<file path="src/rtl/usb_rx_decoder.sv">
// USB full-speed receive front end: pin sync, bit-timing recovery, NRZI decode, SE0 end-of-packet.
// Bit unstuffing and stuff-error detection are compiled in with USB_RX_UNSTUFF_EN.
module usb_rx_decoder #(
  parameter int CLKS_PER_BIT = 4,
  parameter int SAMPLE_POINT = 2
) (
  input  logic clk,
  input  logic n_rst,
  input  logic D_plus_in,
  input  logic D_minus_in,
  output logic rx_bit,
  output logic bit_valid,
  output logic eop,
  output logic rx_active,
  output logic stuff_err,
  output logic rx_err
);

  localparam int CW = (CLKS_PER_BIT > 1) ? $clog2(CLKS_PER_BIT) : 1;
  localparam logic [CW-1:0] CNT_MAX = CW'(CLKS_PER_BIT - 1);
  localparam logic [CW-1:0] CNT_SAMPLE = CW'(SAMPLE_POINT);

  localparam logic [1:0] LINE_J   = 2'b10;
  localparam logic [1:0] LINE_K   = 2'b01;
  localparam logic [1:0] LINE_SE0 = 2'b00;

  typedef enum logic [1:0] {IDLE, ACTIVE, EOP_SE0} state_t;

  state_t          state, state_nxt;
  logic            dp_s1, dp_s2, dm_s1, dm_s2, dp_prev;
  logic [CW-1:0]   cnt;
  logic [1:0]      last_line, last_nxt;
  logic [1:0]      line;
  logic            edge_det, sample, dec;
  logic            bit_nxt, valid_nxt, eop_nxt, serr_nxt, rerr_nxt;
`ifdef USB_RX_UNSTUFF_EN
  logic [2:0]      ones, ones_nxt;
`endif

  assign line     = {dp_s2, dm_s2};
  assign edge_det = (dp_s2 != dp_prev);
  assign sample   = (cnt == CNT_SAMPLE) && (state != IDLE);

  always_ff @(posedge clk) begin
    if (!n_rst) begin
      dp_s1     <= 1'b1;
      dp_s2     <= 1'b1;
      dm_s1     <= 1'b0;
      dm_s2     <= 1'b0;
      dp_prev   <= 1'b1;
      cnt       <= '0;
      state     <= IDLE;
      last_line <= LINE_J;
      rx_bit    <= 1'b1;
      bit_valid <= 1'b0;
      eop       <= 1'b0;
      rx_active <= 1'b0;
      stuff_err <= 1'b0;
      rx_err    <= 1'b0;
`ifdef USB_RX_UNSTUFF_EN
      ones      <= '0;
`endif
    end else begin
      dp_s1     <= D_plus_in;
      dp_s2     <= dp_s1;
      dm_s1     <= D_minus_in;
      dm_s2     <= dm_s1;
      dp_prev   <= dp_s2;
      // Any D+ transition re-centres the sample point on the new bit.
      if (edge_det || cnt == CNT_MAX) cnt <= '0;
      else                            cnt <= cnt + CW'(1);
      state     <= state_nxt;
      last_line <= last_nxt;
      rx_bit    <= bit_nxt;
      bit_valid <= valid_nxt;
      eop       <= eop_nxt;
      rx_active <= (state_nxt != IDLE);
      stuff_err <= serr_nxt;
      rx_err    <= rerr_nxt;
`ifdef USB_RX_UNSTUFF_EN
      ones      <= ones_nxt;
`endif
    end
  end

  always_comb begin
    state_nxt = state;
    last_nxt  = last_line;
    bit_nxt   = rx_bit;
    valid_nxt = 1'b0;
    eop_nxt   = 1'b0;
    serr_nxt  = 1'b0;
    rerr_nxt  = 1'b0;
    dec       = (line == last_line);
`ifdef USB_RX_UNSTUFF_EN
    ones_nxt  = ones;
`endif
    case (state)
      IDLE: begin
        last_nxt = LINE_J;
`ifdef USB_RX_UNSTUFF_EN
        ones_nxt = '0;
`endif
        if (edge_det && line == LINE_K) state_nxt = ACTIVE;
      end
      ACTIVE: begin
        if (sample) begin
          case (line)
            LINE_J, LINE_K: begin
              last_nxt = line;
`ifdef USB_RX_UNSTUFF_EN
              // Bit following six 1s is a stuff bit and never reaches the shift register.
              if (ones == 3'd6) begin
                serr_nxt = dec;
                ones_nxt = '0;
              end else begin
                valid_nxt = 1'b1;
                bit_nxt   = dec;
                ones_nxt  = dec ? ones + 3'd1 : 3'd0;
              end
`else
              valid_nxt = 1'b1;
              bit_nxt   = dec;
`endif
            end
            LINE_SE0: begin
              state_nxt = EOP_SE0;
`ifdef USB_RX_UNSTUFF_EN
              ones_nxt  = '0;
`endif
            end
            default: begin
              rerr_nxt  = 1'b1;
              state_nxt = IDLE;
            end
          endcase
        end
      end
      EOP_SE0: begin
        if (sample) begin
          if (line == LINE_J) begin
            eop_nxt   = 1'b1;
            state_nxt = IDLE;
          end else if (line != LINE_SE0) begin
            rerr_nxt  = 1'b1;
            state_nxt = IDLE;
          end
        end
      end
      default: state_nxt = IDLE;
    endcase
  end

endmodule

</file>
<file path="config.mk">
export PLATFORM = sky130hd
export DESIGN_NAME = usb_rx_decoder
export DESIGN_NICKNAME = d
export VERILOG_FILES = /design/src/rtl/usb_rx_decoder.sv
export SDC_FILE = /design/constraint.sdc
export NUM_CORES = 1
export LEC_CHECK = 0
export CAP_MARGIN = 20
export CORE_UTILIZATION = 30
export CTS_BUF_LIST = sky130_fd_sc_hd__clkbuf_4 sky130_fd_sc_hd__clkbuf_8 sky130_fd_sc_hd__clkbuf_16
export DETAILED_ROUTE_END_ITERATION = 16
export GPL_TIMING_DRIVEN = 0
export PLACE_DENSITY_LB_ADDON = 0.2
export SLEW_MARGIN = 20
export SYNTH_ARGS = -nofsm -noshare
export SYNTH_HDL_FRONTEND = slang
export SYNTH_SLANG_ARGS = --single-unit
</file>
<file path="constraint.sdc">
create_clock -name clk -period 2.25 [get_ports clk]
set_input_delay 0.45 -clock clk [delete_from_list [all_inputs] [get_ports clk]]
set_output_delay 0.45 -clock clk [all_outputs]
set_load 0.1 [all_outputs]
</file>
Word-level counts from Yosys, hierarchy flattened --
Cells that the tools add are included. W data, S select, Z words.
Word-level totals: register bits after elaboration 16, bits of input ports 4, output and inout port bits 6, word-level logic and storage cells 59
Cells by class: $add $sub $neg 1, eq/ne operators 10, mux-type cells 18, bitwise logic cells 1, reduce and logical (&&, ||, !) cells 16
Operators by type and width (count):
- $mux W2 | 7
- $reduce_and A3 Y1 | 4
- $eq A2 B2 Y1 const B | 4
- $pmux W2 S2 | 2
- $reduce_bool A2 Y1 | 4
- $mux W1 | 7
- $pmux W2 S3 | 1
- $eq A2 B1 Y1 const B | 2
- $logic_not A2 Y1 | 2
- $ne A2 B2 Y1 const B | 2
- $reduce_or A2 Y1 | 2
- $reduce_or A3 Y1 | 1
- $add A2 B1 Y2 const B | 1
- $eq A2 B2 Y1 | 1
- $logic_and A1 B1 Y1 | 2
- $pmux W1 S2 | 1
- $logic_or A1 B1 Y1 | 1
- $ne A1 B1 Y1 | 1
- $not A1 Y1 | 1

Logic depth before layout (Yosys ltp) --
depth after elaboration 6, mapped depth 7, depth with buffers taken out 6

Least setup slack after synthesis --
No wires, ideal clock.
path kind reg-to-reg, from reg dp_s2, to reg rx_active, library setup time 133 ps, arrival 1242 ps, data required time 2117 ps, slack 874 ps, stages on the path, launching flop included 7, path buffers 0, clock period less this slack 1376 ps, cells stage by stage dfxtp_1 > inv_1 > ha_1 > nand2_1 > o22ai_1 > o211ai_2 > o211ai_1
On the way: word-level cells in the longest chain between the ends 6, elaborated cells between the ends (all ways) 15, classes of those cells eq/ne (3); mux (7); reduce/logical (5)
Ends and longest elaborated chain:
- from (decl) | RTL line 30 | logic dp_s1, dp_s2, dm_s1, dm_s2, dp_prev;
- from (signal assigned) | RTL line 65 | dp_s2 <= dp_s1;
- $eq A2 B1 Y1 (tied with other cells) | RTL line 104, 108
- $reduce_or A2 Y1 or $mux W2 (tied branches) | RTL line 108, 144
- $pmux W2 S2 or $mux W2 (tied branches) | RTL line 108, 141
- $mux W2 (on tied branches) | RTL line 107, 140
- $pmux W2 S3 (*) | RTL line 98 | case (state)
- $reduce_bool A2 Y1 (*) | RTL line 77 | rx_active <= (state_nxt != IDLE);
- to (signal assigned) | RTL line 77
- to (decl) | RTL line 14 | output logic rx_active,
Mark *: on every way between the ends. The rest lies on a longest branch, timed or not. A chain may end at the register's enable or synchronous reset.

Worst setup path after layout --
from reg rx_active, to out rx_active
No word-level cell between the ends.

==> reports/qor.yml <==
timing:
  fmax_ghz: 0.458
  setup_viol: 0
  whs_ps: 397
  rsz0062_at_grt: "false"
  drv_slew: 0
  worst_pin_slew_ps: 963
  setup_tns_ps: 0
  skew_ps: 2.10
  slew_headroom: 0.356
  finalCritPeriodShare: 0.970
  hold_viol_final: 0
  period_minus_slack_ps: 2180
  setup_ws_ps: 66.5
clock_network:
  insertion_delay_ps: 290
  h-tree-depth: 1
  cts_root_buffer: "clkbuf_4"
  cts_buffers: 3
  ctsHoldBuffers: 0
  clockBufferDepth: 2
  numClockSinks: 16
  cts_tree: "done"
  cts_setup_buffers: 0
  clk_pin_slew_ps: 100
drt:
  drt-initial-drc-count: 1
  maxUsedRoutingLayer: "met4"
  routedWlPerCell_um: 10.3
  viasPerCell: 4.46
  drc: 0
  wl_met3_um: 37
  vias: 548
  wl_met2_um: 530
  dr.pass1.iters: 3
  drt-met1-wl_um: 659
  antenna_left: 0
  drt-total-wl_um: 1260
worst_setup_path:
  worst_path_max_delay_cell: "clkdlybuf4s50_1"
  cpLargestDelayFamily: "buffers and inverters"
  path_class: "reg -> out"
  cp-start-kind: "register"
  critPathMaxFanout: 1
  worstPathArrival_ps: 1730
  max_stage_delay_ps: 1120
  crit_chain: "clkdlybuf4s50_1"
  cp-end-kind: "output pin"
  critPathBufInv: 1
  required_ps: 1800
floorplanning:
  rows: 18
  die_y_um: 53.3
  chipWidth_um: 53.3
  coreArea_mm2: 0.00248
  die_area_mm2: 0.00284
  ios: 10
  start_util: 0.319
placed_design:
  pre_cts_ws_ps: 365
  gp_congestion: 0.783
  hpwlAfterDp_um: 942
  io_buffers: 7
  place_area_um2: 897
  place_inst: 119
final_layout:
  drive_above_1_share: 0.129
  antennaDiodeCount: 0
  regArea_um2: 320
  multi_input_area_um2: 417
  layout_common_cells: "16 x dfxtp_1, 10 x ha_1, 8 x nor2_1"
  syn2layout_area_growth_pct: 18.5
  stdcell_area_um2: 936
  nets: 108
  layout.cells.non_filler: 123
  num-fill-cells: 268
  final_common_cell: "dfxtp_1"
grt:
  grt_pass1_vias: 469
  grt_pass1_wl_um: 2080
  antenna_found_initial: 0
  grt_max_degree: 11
  grt_overflow: 0
  grtUsageTotal: 0.107
yosys:
  syn_area_um2: 790
  synth-compound-area-share: 0.111
  ys_ff_latch: 16
  syn_avg_cell_area_um2: 9.63
  ys_types: 31
  synth-seq-area-share: 0.406
  synthAdderAreaFrac: 0.158
  synth_top_family_by_area: "simple AND/OR/NAND/NOR gates"
  muxShareOfSynthArea: 0.0127
  yosys.area_share.xor_xnor: 0.0333
  postSynthCellCount: 82
  synth-simple-area-share: 0.208
  syn_nets: 96
  synth.yosys.warnings: 0
power:
  p_per_area_mw_per_mm2: 574
  p_leak_nw: 0.415
  peakVddDrop_mv: 0.320
run:
  maxCapViolations: 0
run_status:
  outcome: "finished, final reports clean"
hold_path:
  hold_path_class: "in -> reg"
==> worst reg2reg max path, cell delays in order, from the launching register on <==
cell      delay (ps)
dfxtp_1          460
inv_1            140
ha_1             400
nand2_1           90
o22ai_1           80
o211ai_2         160
o211ai_1         100
==> cell families after synthesis <==
| family | count (synthesis) |
|---|---|
| AO/OA/AOI/OAI | 12 |
| adder cells (fa/ha/maj) | 10 |
| other | 1 |
| XOR/XNOR | 3 |
| buffers and inverters | 10 |
| AND/OR/NAND/NOR | 29 |
| multiplexers | 1 |
| flip-flops | 16 |
==> layer usage <==
layer,vias up,global-route usage
met2,10,0.146
met5,-,0
met1,238,0.138
li1,295,-
met4,0,0.0789
met3,5,0.0345
==> power breakdown <==
group	internal [mW]	switching, mW	leakage [nW]
combinational	0.0177	0.0258	0.263
sequential	0.291	0.00560	0.130
clock	0.0987	0.0981	0.0210
total	0.408	0.129	0.415
==> Yosys cell counts, drive strengths merged <==
| cell type | count | area share |
|---|---|---|
| inv | 7 | 0.033 |
| dfxtp | 16 | 0.41 |
| and2 | 2 | 0.016 |
| mux2i | 1 | 0.013 |
| nand4 | 1 | 0.0079 |
| a21boi | 2 | 0.019 |
| conb | 1 | 0.0047 |
| o21ai | 1 | 0.0063 |
| and4 | 1 | 0.013 |
| o211ai | 3 | 0.035 |
| or3 | 1 | 0.0079 |
| a31oi | 1 | 0.0079 |
| and3b | 1 | 0.011 |
| buf | 3 | 0.033 |
| o2111ai | 1 | 0.011 |
| o22ai | 1 | 0.0079 |
| ha | 10 | 0.16 |
| nand2 | 6 | 0.029 |
| nand2b | 3 | 0.024 |
| o311ai | 1 | 0.011 |
| nand3 | 3 | 0.035 |
| nor2 | 8 | 0.038 |
| or2b | 1 | 0.0095 |
| nor3 | 1 | 0.0063 |
| a21oi | 2 | 0.013 |
| xor2 | 3 | 0.033 |
| nor2b | 1 | 0.011 |
==> through the flow <==
stage | total power, mW | util
after floorplan | 0.336 | -
after global placement | 0.346 | 0.362
after detailed placement | 0.347 | 0.362
after CTS | 0.546 | 0.377
after global routing | 0.563 | 0.378
final | 0.537 | 0.378
==> flip-flops by register name (all words and copies together), names as in the netlist <==
signal,cells
rx_bit,1
eop,1
dp_s1,1
state,2
dp_prev,1
last_line,2
bit_valid,1
dp_s2,1
dm_s1,1
rx_active,1
rx_err,1
cnt,2
dm_s2,1
==> repair_timing <==
action | in CTS | in global routing
resized for setup | 0 | 1
setup endpoints to repair | 0 | 1
hold endpoints to repair | 0 | 0
==> layout make-up <==
cell class	instances	share of cell area
Sequential cell	16	0.342
Inverter	7	0.0281
Tap cell	30	0.0401
Multi-Input combinational cell	56	0.445
Buffer	3	0.0281
Clock buffer	4	0.0388
Timing Repair Buffer	7	0.0775
==> final timing paths <==
check	startpoint	end	slack, ps	cells after the start
worst max-delay path	rx_active	rx_active	70	1
worst min-delay path	n_rst	dp_s1	400	2
worst max register to register	dp_s2	rx_active	710	6
worst min register to register	dp_s1	dp_s2	420	1
Power figures use the tool's default switching activity.
